File: config.mk
export PLATFORM = sky130hd
export DESIGN_NAME = id_ex_stage_flat
export DESIGN_NICKNAME = d
export VERILOG_FILES = /design/src/rtl/id_ex_stage_if.sv /design/src/rtl/id_ex_stage.sv /design/src/flat_wrapper.sv
export SDC_FILE = /design/constraint.sdc
export NUM_CORES = 1
export LEC_CHECK = 0
export CORE_MARGIN = 2
export CORE_UTILIZATION = 41
export DETAILED_ROUTE_END_ITERATION = 16
export GPL_TIMING_DRIVEN = 0
export MAX_ROUTING_LAYER = met4
export PLACE_DENSITY = 0.83
export SETUP_SLACK_MARGIN = 0.15
export SLEW_MARGIN = 20
export SYNTH_ARGS = -nofsm -noshare
export SYNTH_HDL_FRONTEND = slang
export SYNTH_SLANG_ARGS = --single-unit
File: constraint.sdc
create_clock -name clk -period 4.7 [get_ports clk]
set_clock_uncertainty 0.15 [all_clocks]
set_input_delay 0.705 -clock clk [delete_from_list [all_inputs] [get_ports clk]]
set_output_delay 0.705 -clock clk [all_outputs]
set_load 0.01 [all_outputs]
File: src/rtl/id_ex_stage_if.sv
// Bundle between decode, the ID/EX register, the MEM/WB forward sources and the ALU.
// master = environment (decode, MEM/WB, ALU side); slave = id_ex_stage.
interface id_ex_stage_if #(
    parameter int ALU_OP_W = 6,
    parameter int DATA_W   = 32
);
    logic                flush;
    logic                in_valid;
    logic                in_ready;
    logic [ALU_OP_W-1:0] in_alu_op;
    logic [4:0]          in_shamt;
    logic [4:0]          in_ins15_11;
    logic [4:0]          in_rs;
    logic [4:0]          in_rt;
    logic [4:0]          in_rd;
    logic [DATA_W-1:0]   in_rs_val;
    logic [DATA_W-1:0]   in_rt_val;
    logic [DATA_W-1:0]   in_imm;
    logic                in_use_imm;
    logic                in_wen;
    logic                in_is_load;

    logic                mem_wen;
    logic                mem_is_load;
    logic [4:0]          mem_rd;
    logic [DATA_W-1:0]   mem_val;
    logic                wb_wen;
    logic [4:0]          wb_rd;
    logic [DATA_W-1:0]   wb_val;

    logic                ex_stall;
    logic                out_valid;
    logic [ALU_OP_W-1:0] alu_op;
    logic [DATA_W-1:0]   a;
    logic [DATA_W-1:0]   b;
    logic [4:0]          shamt;
    logic [4:0]          ins15_11;
    logic [4:0]          out_rd;
    logic                out_wen;
    logic                out_is_load;

    modport master (
        output flush, in_valid, in_alu_op, in_shamt, in_ins15_11,
               in_rs, in_rt, in_rd, in_rs_val, in_rt_val, in_imm,
               in_use_imm, in_wen, in_is_load,
               mem_wen, mem_is_load, mem_rd, mem_val,
               wb_wen, wb_rd, wb_val, ex_stall,
        input  in_ready, out_valid, alu_op, a, b, shamt, ins15_11,
               out_rd, out_wen, out_is_load
    );

    modport slave (
        input  flush, in_valid, in_alu_op, in_shamt, in_ins15_11,
               in_rs, in_rt, in_rd, in_rs_val, in_rt_val, in_imm,
               in_use_imm, in_wen, in_is_load,
               mem_wen, mem_is_load, mem_rd, mem_val,
               wb_wen, wb_rd, wb_val, ex_stall,
        output in_ready, out_valid, alu_op, a, b, shamt, ins15_11,
               out_rd, out_wen, out_is_load
    );
endinterface

File: src/rtl/id_ex_stage.sv
// ID/EX pipeline register with RAW hazard stall and WB capture ahead of the ALU.
// Define ID_EX_FORWARD_EN to add the MEM/WB forwarding mux (stall then covers load-use only).
module id_ex_stage #(
    parameter int ALU_OP_W = 6,
    parameter int DATA_W   = 32
) (
    input logic          clk,
    input logic          rst,
    id_ex_stage_if.slave bus
);
    logic                held_valid_q, held_valid_d;
    logic [ALU_OP_W-1:0] alu_op_q, alu_op_d;
    logic [4:0]          shamt_q, shamt_d;
    logic [4:0]          ins15_11_q, ins15_11_d;
    logic [4:0]          rs_q, rs_d;
    logic [4:0]          rt_q, rt_d;
    logic [4:0]          rd_q, rd_d;
    logic [DATA_W-1:0]   rs_val_q, rs_val_d;
    logic [DATA_W-1:0]   rt_val_q, rt_val_d;
    logic [DATA_W-1:0]   imm_q, imm_d;
    logic                use_imm_q, use_imm_d;
    logic                wen_q, wen_d;
    logic                is_load_q, is_load_d;

    logic              mem_rs_hit, mem_rt_hit, wb_rs_hit, wb_rt_hit;
    logic              hazard, out_valid, fire, in_ready;
    logic [DATA_W-1:0] rs_fwd, rt_fwd;

    // Register 0 is hard-wired, so it never matches a writer.
    always_comb begin
        mem_rs_hit = bus.mem_wen && (bus.mem_rd == rs_q) && (rs_q != 5'd0);
        mem_rt_hit = bus.mem_wen && (bus.mem_rd == rt_q) && (rt_q != 5'd0);
        wb_rs_hit  = bus.wb_wen  && (bus.wb_rd  == rs_q) && (rs_q != 5'd0);
        wb_rt_hit  = bus.wb_wen  && (bus.wb_rd  == rt_q) && (rt_q != 5'd0);
    end

`ifdef ID_EX_FORWARD_EN
    always_comb begin
        rs_fwd = (mem_rs_hit && !bus.mem_is_load) ? bus.mem_val :
                 wb_rs_hit                        ? bus.wb_val  : rs_val_q;
        rt_fwd = (mem_rt_hit && !bus.mem_is_load) ? bus.mem_val :
                 wb_rt_hit                        ? bus.wb_val  : rt_val_q;
        hazard = held_valid_q && bus.mem_is_load &&
                 (mem_rs_hit || (mem_rt_hit && !use_imm_q));
    end
`else
    // MEM value and load flag only feed the forward mux, absent in this build.
    logic unused_fwd_ports;
    assign unused_fwd_ports = ^{bus.mem_val, bus.mem_is_load};

    always_comb begin
        rs_fwd = rs_val_q;
        rt_fwd = rt_val_q;
        hazard = held_valid_q &&
                 (mem_rs_hit || wb_rs_hit ||
                  (!use_imm_q && (mem_rt_hit || wb_rt_hit)));
    end
`endif

    always_comb begin
        out_valid = held_valid_q && !hazard;
        fire      = out_valid && !bus.ex_stall;
        in_ready  = !held_valid_q || fire;
    end

    always_comb begin
        held_valid_d = held_valid_q;
        alu_op_d     = alu_op_q;
        shamt_d      = shamt_q;
        ins15_11_d   = ins15_11_q;
        rs_d         = rs_q;
        rt_d         = rt_q;
        rd_d         = rd_q;
        rs_val_d     = rs_val_q;
        rt_val_d     = rt_val_q;
        imm_d        = imm_q;
        use_imm_d    = use_imm_q;
        wen_d        = wen_q;
        is_load_d    = is_load_q;
        if (bus.flush) begin
            held_valid_d = 1'b0;
        end else if (bus.in_valid && in_ready) begin
            held_valid_d = 1'b1;
            alu_op_d     = bus.in_alu_op;
            shamt_d      = bus.in_shamt;
            ins15_11_d   = bus.in_ins15_11;
            rs_d         = bus.in_rs;
            rt_d         = bus.in_rt;
            rd_d         = bus.in_rd;
            rs_val_d     = bus.in_rs_val;
            rt_val_d     = bus.in_rt_val;
            imm_d        = bus.in_imm;
            use_imm_d    = bus.in_use_imm;
            wen_d        = bus.in_wen;
            is_load_d    = bus.in_is_load;
        end else begin
            if (fire) held_valid_d = 1'b0;
            // A writeback retiring while we wait would otherwise be lost to the stale RF read.
            if (wb_rs_hit) rs_val_d = bus.wb_val;
            if (wb_rt_hit) rt_val_d = bus.wb_val;
        end
    end

    always_ff @(posedge clk or posedge rst) begin
        if (rst) begin
            held_valid_q <= 1'b0;
            alu_op_q     <= '0;
            shamt_q      <= '0;
            ins15_11_q   <= '0;
            rs_q         <= '0;
            rt_q         <= '0;
            rd_q         <= '0;
            rs_val_q     <= '0;
            rt_val_q     <= '0;
            imm_q        <= '0;
            use_imm_q    <= 1'b0;
            wen_q        <= 1'b0;
            is_load_q    <= 1'b0;
        end else begin
            held_valid_q <= held_valid_d;
            alu_op_q     <= alu_op_d;
            shamt_q      <= shamt_d;
            ins15_11_q   <= ins15_11_d;
            rs_q         <= rs_d;
            rt_q         <= rt_d;
            rd_q         <= rd_d;
            rs_val_q     <= rs_val_d;
            rt_val_q     <= rt_val_d;
            imm_q        <= imm_d;
            use_imm_q    <= use_imm_d;
            wen_q        <= wen_d;
            is_load_q    <= is_load_d;
        end
    end

    assign bus.in_ready    = in_ready;
    assign bus.out_valid   = out_valid;
    assign bus.alu_op      = alu_op_q;
    assign bus.a           = rs_fwd;
    assign bus.b           = use_imm_q ? imm_q : rt_fwd;
    assign bus.shamt       = shamt_q;
    assign bus.ins15_11    = ins15_11_q;
    assign bus.out_rd      = rd_q;
    assign bus.out_wen     = wen_q;
    assign bus.out_is_load = is_load_q;
endmodule

File: src/flat_wrapper.sv
// flat-port wrapper written by rule: the top's interface ports become plain ports
module id_ex_stage_flat 
#(
    parameter int ALU_OP_W = 6,
    parameter int DATA_W   = 32
)
  (clk, rst, bus_flush, bus_in_valid, bus_in_alu_op, bus_in_shamt, bus_in_ins15_11, bus_in_rs, bus_in_rt, bus_in_rd, bus_in_rs_val, bus_in_rt_val, bus_in_imm, bus_in_use_imm, bus_in_wen, bus_in_is_load, bus_mem_wen, bus_mem_is_load, bus_mem_rd, bus_mem_val, bus_wb_wen, bus_wb_rd, bus_wb_val, bus_ex_stall, bus_in_ready, bus_out_valid, bus_alu_op, bus_a, bus_b, bus_shamt, bus_ins15_11, bus_out_rd, bus_out_wen, bus_out_is_load);
  id_ex_stage_if #(.ALU_OP_W(ALU_OP_W), .DATA_W(DATA_W)) bus_i ();
  input logic clk;
  input logic rst;
  input wire logic [$bits(bus_i.flush)-1:0] bus_flush;
  input wire logic [$bits(bus_i.in_valid)-1:0] bus_in_valid;
  input wire logic [$bits(bus_i.in_alu_op)-1:0] bus_in_alu_op;
  input wire logic [$bits(bus_i.in_shamt)-1:0] bus_in_shamt;
  input wire logic [$bits(bus_i.in_ins15_11)-1:0] bus_in_ins15_11;
  input wire logic [$bits(bus_i.in_rs)-1:0] bus_in_rs;
  input wire logic [$bits(bus_i.in_rt)-1:0] bus_in_rt;
  input wire logic [$bits(bus_i.in_rd)-1:0] bus_in_rd;
  input wire logic [$bits(bus_i.in_rs_val)-1:0] bus_in_rs_val;
  input wire logic [$bits(bus_i.in_rt_val)-1:0] bus_in_rt_val;
  input wire logic [$bits(bus_i.in_imm)-1:0] bus_in_imm;
  input wire logic [$bits(bus_i.in_use_imm)-1:0] bus_in_use_imm;
  input wire logic [$bits(bus_i.in_wen)-1:0] bus_in_wen;
  input wire logic [$bits(bus_i.in_is_load)-1:0] bus_in_is_load;
  input wire logic [$bits(bus_i.mem_wen)-1:0] bus_mem_wen;
  input wire logic [$bits(bus_i.mem_is_load)-1:0] bus_mem_is_load;
  input wire logic [$bits(bus_i.mem_rd)-1:0] bus_mem_rd;
  input wire logic [$bits(bus_i.mem_val)-1:0] bus_mem_val;
  input wire logic [$bits(bus_i.wb_wen)-1:0] bus_wb_wen;
  input wire logic [$bits(bus_i.wb_rd)-1:0] bus_wb_rd;
  input wire logic [$bits(bus_i.wb_val)-1:0] bus_wb_val;
  input wire logic [$bits(bus_i.ex_stall)-1:0] bus_ex_stall;
  output wire logic [$bits(bus_i.in_ready)-1:0] bus_in_ready;
  output wire logic [$bits(bus_i.out_valid)-1:0] bus_out_valid;
  output wire logic [$bits(bus_i.alu_op)-1:0] bus_alu_op;
  output wire logic [$bits(bus_i.a)-1:0] bus_a;
  output wire logic [$bits(bus_i.b)-1:0] bus_b;
  output wire logic [$bits(bus_i.shamt)-1:0] bus_shamt;
  output wire logic [$bits(bus_i.ins15_11)-1:0] bus_ins15_11;
  output wire logic [$bits(bus_i.out_rd)-1:0] bus_out_rd;
  output wire logic [$bits(bus_i.out_wen)-1:0] bus_out_wen;
  output wire logic [$bits(bus_i.out_is_load)-1:0] bus_out_is_load;
  assign bus_i.flush = bus_flush;
  assign bus_i.in_valid = bus_in_valid;
  assign bus_i.in_alu_op = bus_in_alu_op;
  assign bus_i.in_shamt = bus_in_shamt;
  assign bus_i.in_ins15_11 = bus_in_ins15_11;
  assign bus_i.in_rs = bus_in_rs;
  assign bus_i.in_rt = bus_in_rt;
  assign bus_i.in_rd = bus_in_rd;
  assign bus_i.in_rs_val = bus_in_rs_val;
  assign bus_i.in_rt_val = bus_in_rt_val;
  assign bus_i.in_imm = bus_in_imm;
  assign bus_i.in_use_imm = bus_in_use_imm;
  assign bus_i.in_wen = bus_in_wen;
  assign bus_i.in_is_load = bus_in_is_load;
  assign bus_i.mem_wen = bus_mem_wen;
  assign bus_i.mem_is_load = bus_mem_is_load;
  assign bus_i.mem_rd = bus_mem_rd;
  assign bus_i.mem_val = bus_mem_val;
  assign bus_i.wb_wen = bus_wb_wen;
  assign bus_i.wb_rd = bus_wb_rd;
  assign bus_i.wb_val = bus_wb_val;
  assign bus_i.ex_stall = bus_ex_stall;
  assign bus_in_ready = bus_i.in_ready;
  assign bus_out_valid = bus_i.out_valid;
  assign bus_alu_op = bus_i.alu_op;
  assign bus_a = bus_i.a;
  assign bus_b = bus_i.b;
  assign bus_shamt = bus_i.shamt;
  assign bus_ins15_11 = bus_i.ins15_11;
  assign bus_out_rd = bus_i.out_rd;
  assign bus_out_wen = bus_i.out_wen;
  assign bus_out_is_load = bus_i.out_is_load;
  id_ex_stage #(.ALU_OP_W(ALU_OP_W), .DATA_W(DATA_W)) u_core (.clk(clk), .rst(rst), .bus(bus_i));
endmodule
; ---- Word level (Yosys, flattened, before mapping)
; Cells that the tools add are included.
[classes]
addsub = 0
multipliers = 0
n_div = 0
order_cmp = 0
n_eq_ne = 4
shifts = 0
muxes = 8
bitwise_logic = 1
n_reduce_logical = 29
[ops]
columns = operator, n
row1 = $mux 32, 5
row2 = $eq 5x5->1, 4
row3 = $logic_and 1x1->1, 13
row4 = $reduce_bool 5->1, 2
row5 = $reduce_and 2->1, 3
row6 = $logic_not 1->1, 4
row7 = $logic_or 1x1->1, 4
row8 = $reduce_bool 2->1, 2
row9 = $mux 1, 3
row10 = $reduce_bool 3->1, 1
row11 = $not 1->1, 1
[totals]
reg_bits = 131
latchBits = 0
mem_bits_rw = 0
rom_bits = 0
inputBits = 212
out_inout_bits = 89
word_cells = 55
memories = 0

; ---- Logic depth before layout (Yosys ltp)
[depth]
ltp_word = 14
ltp_mapped = 9

; ---- Worst setup path after synthesis
; Ideal clock, no wire load.
[synth_timing]
path_kind = in2reg
start = input bus_wb_rd[4]
end = register u_core.is_load_q (netlist: u_core.bus.out_is_load)
setup_time_ns = 0.125
t_arrival_ns = 2.511
t_required_ns = 4.425
slack_ns = 1.914
stages = 9
path_cell_list = xor2_1 > nor4_1 > nand3_1 > a211o_1 > a41o_1 > and2_4 > buf_6 > buf_6 > mux2_4
[synth_via]
elab_chain_len = 13
[synth_lines]
columns = element, line_no
row1 = start: declaration, flat_wrapper.sv:30  ; input wire logic [$bits(bus_i.wb_rd)-1:0] bus_wb_rd;
row2 = $eq 5x5->1, id_ex_stage.sv:34  ; wb_rt_hit = bus.wb_wen && (bus.wb_rd == rt_q) && (rt_q != 5'd0);
row3 = $logic_and 1x1->1 (2 in series), id_ex_stage.sv:34
row4 = $logic_or 1x1->1, id_ex_stage.sv:56  ; (!use_imm_q && (mem_rt_hit || wb_rt_hit)));
row5 = $logic_and 1x1->1, id_ex_stage.sv:56
row6 = $logic_or 1x1->1 (*), id_ex_stage.sv:55  ; (mem_rs_hit || wb_rs_hit ||
row7 = $logic_and 1x1->1 (*), id_ex_stage.sv:54  ; hazard = held_valid_q &&
row8 = $logic_not 1->1 (*), id_ex_stage.sv:61  ; out_valid = held_valid_q && !hazard;
row9 = $logic_and 1x1->1 (*), id_ex_stage.sv:61
row10 = $logic_and 1x1->1 (*), id_ex_stage.sv:62  ; fire = out_valid && !bus.ex_stall;
row11 = $logic_or 1x1->1 (*), id_ex_stage.sv:63  ; in_ready = !held_valid_q || fire;
row12 = $logic_and 1x1->1 (*), id_ex_stage.sv:82  ; end else if (bus.in_valid && in_ready) begin
row13 = $reduce_and 2->1 (no line) (*), n/a
row14 = end signal: assignment, id_ex_stage.sv:132  ; is_load_q <= is_load_d;
row15 = end: declaration, id_ex_stage.sv:23  ; logic is_load_q, is_load_d;
; Mark *: on every way between the ends. The rest lies on a longest branch, timed or not.
; A chain may end at the register's enable or synchronous reset.

; ---- Worst setup path in the final report
[layout_timing]
start = input bus_wb_rd[4]
end = output bus_out_valid
[layout_via]
elab_chain_len = 9
[layout_lines]
columns = element, line_no
row1 = $eq 5x5->1, id_ex_stage.sv:34
row2 = $logic_and 1x1->1 (2 in series), id_ex_stage.sv:34
row3 = $logic_or 1x1->1, id_ex_stage.sv:56
row4 = $logic_and 1x1->1, id_ex_stage.sv:56
row5 = $logic_or 1x1->1 (*), id_ex_stage.sv:55
row6 = $logic_and 1x1->1 (*), id_ex_stage.sv:54
row7 = $logic_not 1->1 (*), id_ex_stage.sv:61
row8 = $logic_and 1x1->1 (*), id_ex_stage.sv:61
row9 = end: declaration, flat_wrapper.sv:34  ; output wire logic [$bits(bus_i.out_valid)-1:0] bus_out_valid;
; Marks and branches as above.

==> results.md <==
- The clock tree from TritonCTS is built.
- Sorting the synthesized cells by area gives the leading types as dfrtp_1 (53%), mux2_4 (9.6%), o221a_2 (5.8%), mux2_2 (4.7%), o221ai_1 (4.5%).
- The launch point of the worst hold path is u_core.bus.out_rd[4]$_DFFE_PP0P_.
- The cell with the biggest individual delay on the critical path is clkdlybuf4s50_1.
- The via count of the first global-routing pass was 6083.
- The power density of the placed cells is between 400 and 500 nW/µm².
- The area of placed instances is a little over 9000 µm².
- The largest net degree at the start of global routing is 77.
- The critical path in this run is classified as input pin to output port.
- The required time at the worst-slack endpoint is roughly 3.9 ns.
- The finished cells cover a little under 10000 µm².
- The worst hold path class is flip-flop to flip-flop.
- The number of hold violations in the final report is 0.
- For this configuration, the core starts out at a cell density of 41.51%.
- The flow ran to the end, and the final reports show no timing, DRC or antenna violations.
- The combined global-route utilization of all metal layers is approximately a quarter.
- Yosys mapped the design onto 29 distinct sky130hd cell types.
- The final critical path takes up between 70% and 80% of the cycle.
- Averaged over all synthesized cells, the footprint is roughly 11 µm².
- After clock tree synthesis, the setup repair step added 0 buffers.
- The critical path launch point is bus_wb_rd[4].
- The detailed-router iteration count before antenna repair is 5.
- The critical path endpoint category is an output port.
- For this run, the slowest stage of the critical path takes about 0.49 ns.
- In the layout the commonest cells are clkdlybuf4s50_1 (267), dfrtp_1 (131), nand2_1 (66).
- The final cell utilization of the core is 64.77%.
- The detailed router's first-iteration violation count is around 260.
- Setup repair after global routing left no endpoint under its margin.
- The final period demand of the worst path is between 3 and 4 ns.
- Counting along the longest clock path gives a buffer depth of 2.
- The area of the mapped netlist is around 6200 µm².
- The synthesized netlist cell count is 546.
- At the end of the flow, the number of nets in the layout was about 1000.
- The pre-CTS setup slack is ~0.7 ns.
- The post-route worst setup slack is 1.071 ns.
- The wire length of the first global-routing pass is 32.27 mm.
- The tightest hold path in the finished design has a slack of approximately 0.35 ns.
- The number of cells on the worst reg-to-reg path is 7.
- In this run the worst path has a maximum fanout of 4.
- From synthesis to final layout, the design area changed by 56.01%.
- The share of the Yosys chip area taken by registers is roughly 53%.
- The DRC violations left is 0.
- The endpoint of the worst hold path is u_core.bus.out_rd[4]$_DFFE_PP0P_.
- The capture point of the worst reg-to-reg path is u_core.rt_fwd[18]$_DFFE_PP0P_.
- After clock tree synthesis, the clock-pin slew on the worst setup and hold paths is roughly 0.060 ns.
- The footprint of the flip-flops and latches is between 3000 and 4000 µm².
- The setup check on the worst reg-to-reg path leaves a slack of around 1.5 ns.
- The clock latency on the worst-skew pair is 0.41 ns.
- The initial antenna violation count is 0.
- The number of buffers inserted by port buffering is 267.
- The accumulated negative setup slack is 0 ns.
- The number of pins exceeding their max-slew limit in the final report is 0.
- The clock tree root driver cell is clkbuf_16.
- The repair_antennas step left the layout with diodes totalling 0.
- Data on the critical path arrives at its endpoint at 2.77 ns.
- When the netlist entered floorplanning its net count stood at around 760.
- Among the stages of the critical path, the cell type that occurs most often is clkdlybuf4s50_1.
- The ratio of routed vias to standard cells is ~5.3.
- The maximum ir drop on the vdd rail is approximately 0.00028 V.
- The count of maximum capacitance violations is 0.
- The final number of setup-violating endpoints is 0.
- The die outline width is between 100 and 150 µm.
- The routed design has ~20 mm of wire.
- The multi-input combinational cells in the finished layout cover a total of 2636 µm².
- The HPWL reported at the end of detailed placement is roughly 15 mm.
- The largest total area in the synthesized netlist belongs to dfrtp_1.
- The level count of the clock H-tree is 4.
- In the final routed layout, each cell accounts on average for about 20 µm.
- The startpoint type of the worst setup path is an input pin.
- Buffers inserted during clock tree synthesis total 17.
- The quantity of gates resized following cts is 0.
- The critical path goes through clkdlybuf4s50_1, xor2_1, nor4_1, nand3_1, a211o_1, and3_1, clkdlybuf4s50_1.
- After global routing the overflow that remains totals 0.
- The cell row count is 45.
- The floorplan step defined a core boundary enclosing 15030 µm².
- The flip-flop and latch count after synthesis is 131.
- The worst flop-to-flop path startpoint is u_core.rt_q[4]$_DFFE_PP0P_.
- The total number of vias is ~5500.
- The count of nets left with antenna violations once routing finished came out at 0.
- The number of sinks handled by clock tree synthesis is ~130.
- Counting instances, the worst hold path has a depth of 1.
- The top-level I/O count is between 300 and 400.
- In this run the vertical extent of the chip is roughly 130 µm.
- The final weighted congestion in routability-driven placement is 0.8092.
- Buffers inserted to repair hold after CTS numbered 0.
- The full die area is about 16000 µm².
- For this run, the top clock speed supported by timing is 0.2755 GHz.
- The library cell used most frequently in the layout, excluding fill and tap cells, is clkdlybuf4s50_1.
- During synthesis, Yosys emitted a total of 0 warnings.
- The count of filler cells inserted in the layout is 1153.
- The slew at the pin with the worst max-slew slack is 1.003 ns.
- The top cell type by area accounts for between 50% and 60% of the synthesized area.
- Of the cells placed in the final design, the portion with a size suffix greater than 1 is roughly a fifth.
- Measured against its own limit, the worst slew margin works out to between 30% and 40%.
- The static leakage is between 0.003 and 0.004 µW.
## layout make-up
cell class,count,area share (%)
flip-flops and latches,131,33.67
repair buffers,268,27.73
multi-input cells,339,27.08
clock buffers,21,4.832
well taps,188,2.416
plain buffers,39,1.928
inverters,37,1.503
clock inverters,9,0.8481
## synth_stat cells
library cell and instances:
and3_1 1, mux2_2 26, nor4_1 4, or2_2 32, mux2_4 40, o221ai_1 32
clkbuf_1 25, buf_2 3, buf_6 5, nor2_1 5, nand2_1 66, o21ai_0 32
a21o_1 1, a41o_1 1, or4_1 2, a211o_1 1, xor2_1 12, buf_1 6
nand4_1 2, clkinv_1 1, nand3_1 35, nor3_1 2, or3_1 1, inv_1 36
and2_4 1, a21oi_1 3, o221a_2 32, dfrtp_1 131, xnor2_1 8
## cell families after synthesis
family | Yosys count | share of synthesized area, %
compound gates | 102 | 13.49
mux | 66 | 14.31
xor+xnor | 20 | 2.807
buf+inv | 76 | 5.232
simple gates | 151 | 11.63
flops | 131 | 52.53
## metal layers
metal	vias up	wire, µm	GRT usage (%)
met5	-	0	-
met4	0	434	8.339
met3	33	1412	6.951
met2	236	10060	43.54
met1	2701	8554	32.74
li1	2528	-	-
## report_power, final
group	total [µW]	switching, µW	leakage (µW)	internal, µW
Clock	1250	488	0.000271	760
Combinational	1180	483	0.00217	698
Sequential	1470	130	0.00153	1340
Total	3900	1100	0.00397	2800
## state kept, by name (all words and copies together) (netlist names)
| signal | flops |
|---|---|
| u_core.rt_q | 5 |
| u_core.bus.out_is_load | 1 |
| u_core.imm_q | 32 |
| u_core.held_valid_q | 1 |
| u_core.rs_q | 5 |
| u_core.bus.out_wen | 1 |
| u_core.bus.alu_op | 6 |
| u_core.use_imm_q | 1 |
| u_core.bus.ins15_11 | 5 |
| u_core.bus.shamt | 5 |
| u_core.bus.a | 32 |
| u_core.rt_fwd | 32 |
| u_core.bus.out_rd | 5 |
## critical path: cells and delay by family
kind                      cells  cell delay [ns]
xor gates and xnor gates      1             0.18
buffers and inverters         2             0.94
AOI/OAI and AO/OA             1             0.32
and+or+nand+nor               3             0.62
## stage by stage
stage	power, µW	instances
6_report	3902	1032
5_1_grt	4088	1032
4_1_cts	3936	1032
3_5_place_dp	2669	1002
3_3_place_gp	2633	1001
2_1_floorplan	2008	546
## how the worst max path moves through the flow
| stage | endpoint | slack [ns] | cells after the start |
|---|---|---|---|
| floorplan | u_core.bus.a[0]$_DFFE_PP0P_ | 0.35 | 1 |
| global placement | u_core.bus.a[10]$_DFFE_PP0P_ | -1.55 | 2 |
| detailed placement | u_core.rt_fwd[18]$_DFFE_PP0P_ | 0.70 | 8 |
| CTS | bus_in_ready | 1.05 | 8 |
| global route | bus_in_ready | 0.92 | 8 |
| finish | bus_out_valid | 1.07 | 7 |
Power figures use the tool's default switching activity.
==> RTL change: new RTL, same flow settings <==
Add a define of `ID_EX_FORWARD_EN`.
--- a/src/rtl/id_ex_stage.sv
+++ b/src/rtl/id_ex_stage.sv
@@ -2,2 +2,4 @@
 // Define ID_EX_FORWARD_EN to add the MEM/WB forwarding mux (stall then covers load-use only).
+`define ID_EX_FORWARD_EN
+
 module id_ex_stage #(
Check against the original RTL: not equivalent (Yosys sat finds a counterexample within 4 cycles, from zero or initial values and one cycle with rst high).
==> RTL change against the original RTL <==
Register-to-register slack improved by 0.14 ns. Critical path depth is 2 higher. Via count grew 26%. Worst setup slack got worse by 0.79 ns. Non-clock buffer count grew 48. Synthesized cell count rose by 19%. Area after synthesis grew 15%. Final cell count up 17%. Power rose by 3.6%. Design area up 14%. Sequential cell count stayed put. Routed wire length is 33% higher. Critical endpoint is now bus_a[19].
==> RTL change: results (changes against the original RTL) <==
metric	value	unit	change
status	complete, no violations		
clock slew at reported path FFs	0.05	ns	
cell family with most CP delay	buffers and inverters		
count of different cell masters after synthesis	31		+6.9%
Hold Path End	u_core.imm_q[30]$_DFFE_PP0P_		
worst slack, placed	-0.338	ns	-1.04 ns
Critical R2R Launch	u_core.rs_q[4]$_DFFE_PP0P_		
post-synth net total	863		+14%
ys async rst share	100	%	unchanged
Worst-Margin Slew	0.720	ns	-0.283 ns
DR vias	6936		+26%
Internal	2900	µW	+3.4%
max incr delay on CP	0.60	ns	+0.11 ns
fillers	1430		+24%
leading post-synthesis cells by cell area	dfrtp_1 46%, mux2_2 10%, o221a_2 10%		
Worst VDD drop	0.000254	V	-7.8%
port bufs	300		+12%
Worst setup endpoint	bus_a[19]		
crit-path max FO	10		+6
commonest cells in the netlist	131 x dfrtp_1, 66 x mux2_2, 64 x mux2i_1, 64 x o221a_2, 57 x nand2_1		
first-pass GRT wire length	40600	µm	+26%
share of cells above drive strength 1	20.5	%	+0.39 points
DP HPWL	19600	µm	+32%
worst skew pair latency	0.43	ns	+0.02 ns
leak pwr	0.00462	µW	+16%
FF-to-FF End	u_core.rt_val_q[20]$_DFFE_PP0N_		
Routed WL per cell	22.5	µm	+13%
vias in the first global route	7216		+19%
critical path data arrival time	3.56	ns	+0.79 ns
flop2flop setup slack	1.68	ns	+0.14 ns
Pre-antenna DRT Iters	6		+1
CP max-delay cell	clkdlybuf4s50_1		
Total GRT Usage	30.3	%	+3.6 points
biggest registers after layout	u_core.imm_q: 32 flops, u_core.rs_val_q: 32 flops, u_core.rt_val_q: 32 flops		
CP startpoint	bus_mem_rd[2]		
initial antenna violation count	0		unchanged
Final #Nets	1183		+13%
Yosys warnings	0		unchanged
Min-Delay Path Depth	1		unchanged
routability congestion estimate	0.908		+12%
ant diodes	0		unchanged
Clock Tree Buf Depth	2		unchanged
path depth of the worst reg2reg path	8		+1
period utilisation layout	93.9	%	+17 points
hold path startpoint	u_core.imm_q[30]$_DFFE_PP0P_		
Starting DRT DRC Count	494		+89%
post-CTS setup buffer count	0		unchanged
maximum number of pins on one net before global-route repair	69		-10%
CTS buffer count	17		unchanged
HP Class	flop to flop		
register area share after synthesis	45.8	%	-6.7 points
[RTL change: per-stage QoR]
stage | hold slack (ns) | utilization, % | power [µW] | cells | instance area [µm²]
5_1_grt | 0.373 | 64.5 | 4210 | 1209 | 11100
3_3_place_gp | 0.338 | 60.8 | 2670 | 1176 | 10400
6_report | 0.355 | 64.5 | 4040 | 1209 | 11100
3_5_place_dp | 0.347 | 61.0 | 2700 | 1177 | 10500
4_1_cts | 0.360 | 64.5 | 4050 | 1209 | 11100
2_1_floorplan | 0.331 | - | 2010 | 651 | 7150
[RTL change: timing repair]
action	in CTS	in global routing
gates resized for setup	6	7
endpoints found under the hold margin	0	0
endpoints found under the setup margin	32	15
pin swaps	0	0
[RTL change: cell type report]
type                       instances  share of cell area, %
buffer                            54                   2.72
clock inverter                    10                   1.20
multi-input combinational        462                   32.3
timing repair buffer             301                   27.3
inverter                           4                  0.203
sequential                       131                   29.6
clock buffer                      22                   4.10
tap                              225                   2.54
[RTL change: logic make-up after synthesis]
kind of cell	count (synthesis)	synth area share [%]
XOR/XNOR	19	2.33
AND/OR/NAND/NOR	143	9.76
flip-flops	131	45.8
multiplexers	130	19.3
AO/OA/AOI/OAI	170	18.4
buffers and inverters	58	4.32
[RTL change: metal layers]
metal	share of wire (%)	GRT usage, %	vias up
li1	-	-	3111
met1	41	37.9	3404
met2	48	47.8	368
met3	8.2	7.27	53
met4	2.5	11.2	0
met5	0	-	-
[RTL change: power by group through the flow]
stage                     Combinational [µW]  Clock [µW]  Sequential (µW)
after detailed placement                1250           0             1450
after floorplan                          581           0             1430
final                                   1250        1350             1440
after CTS                               1260        1360             1440
after global routing                    1340        1420             1460
after global placement                  1220           0             1440
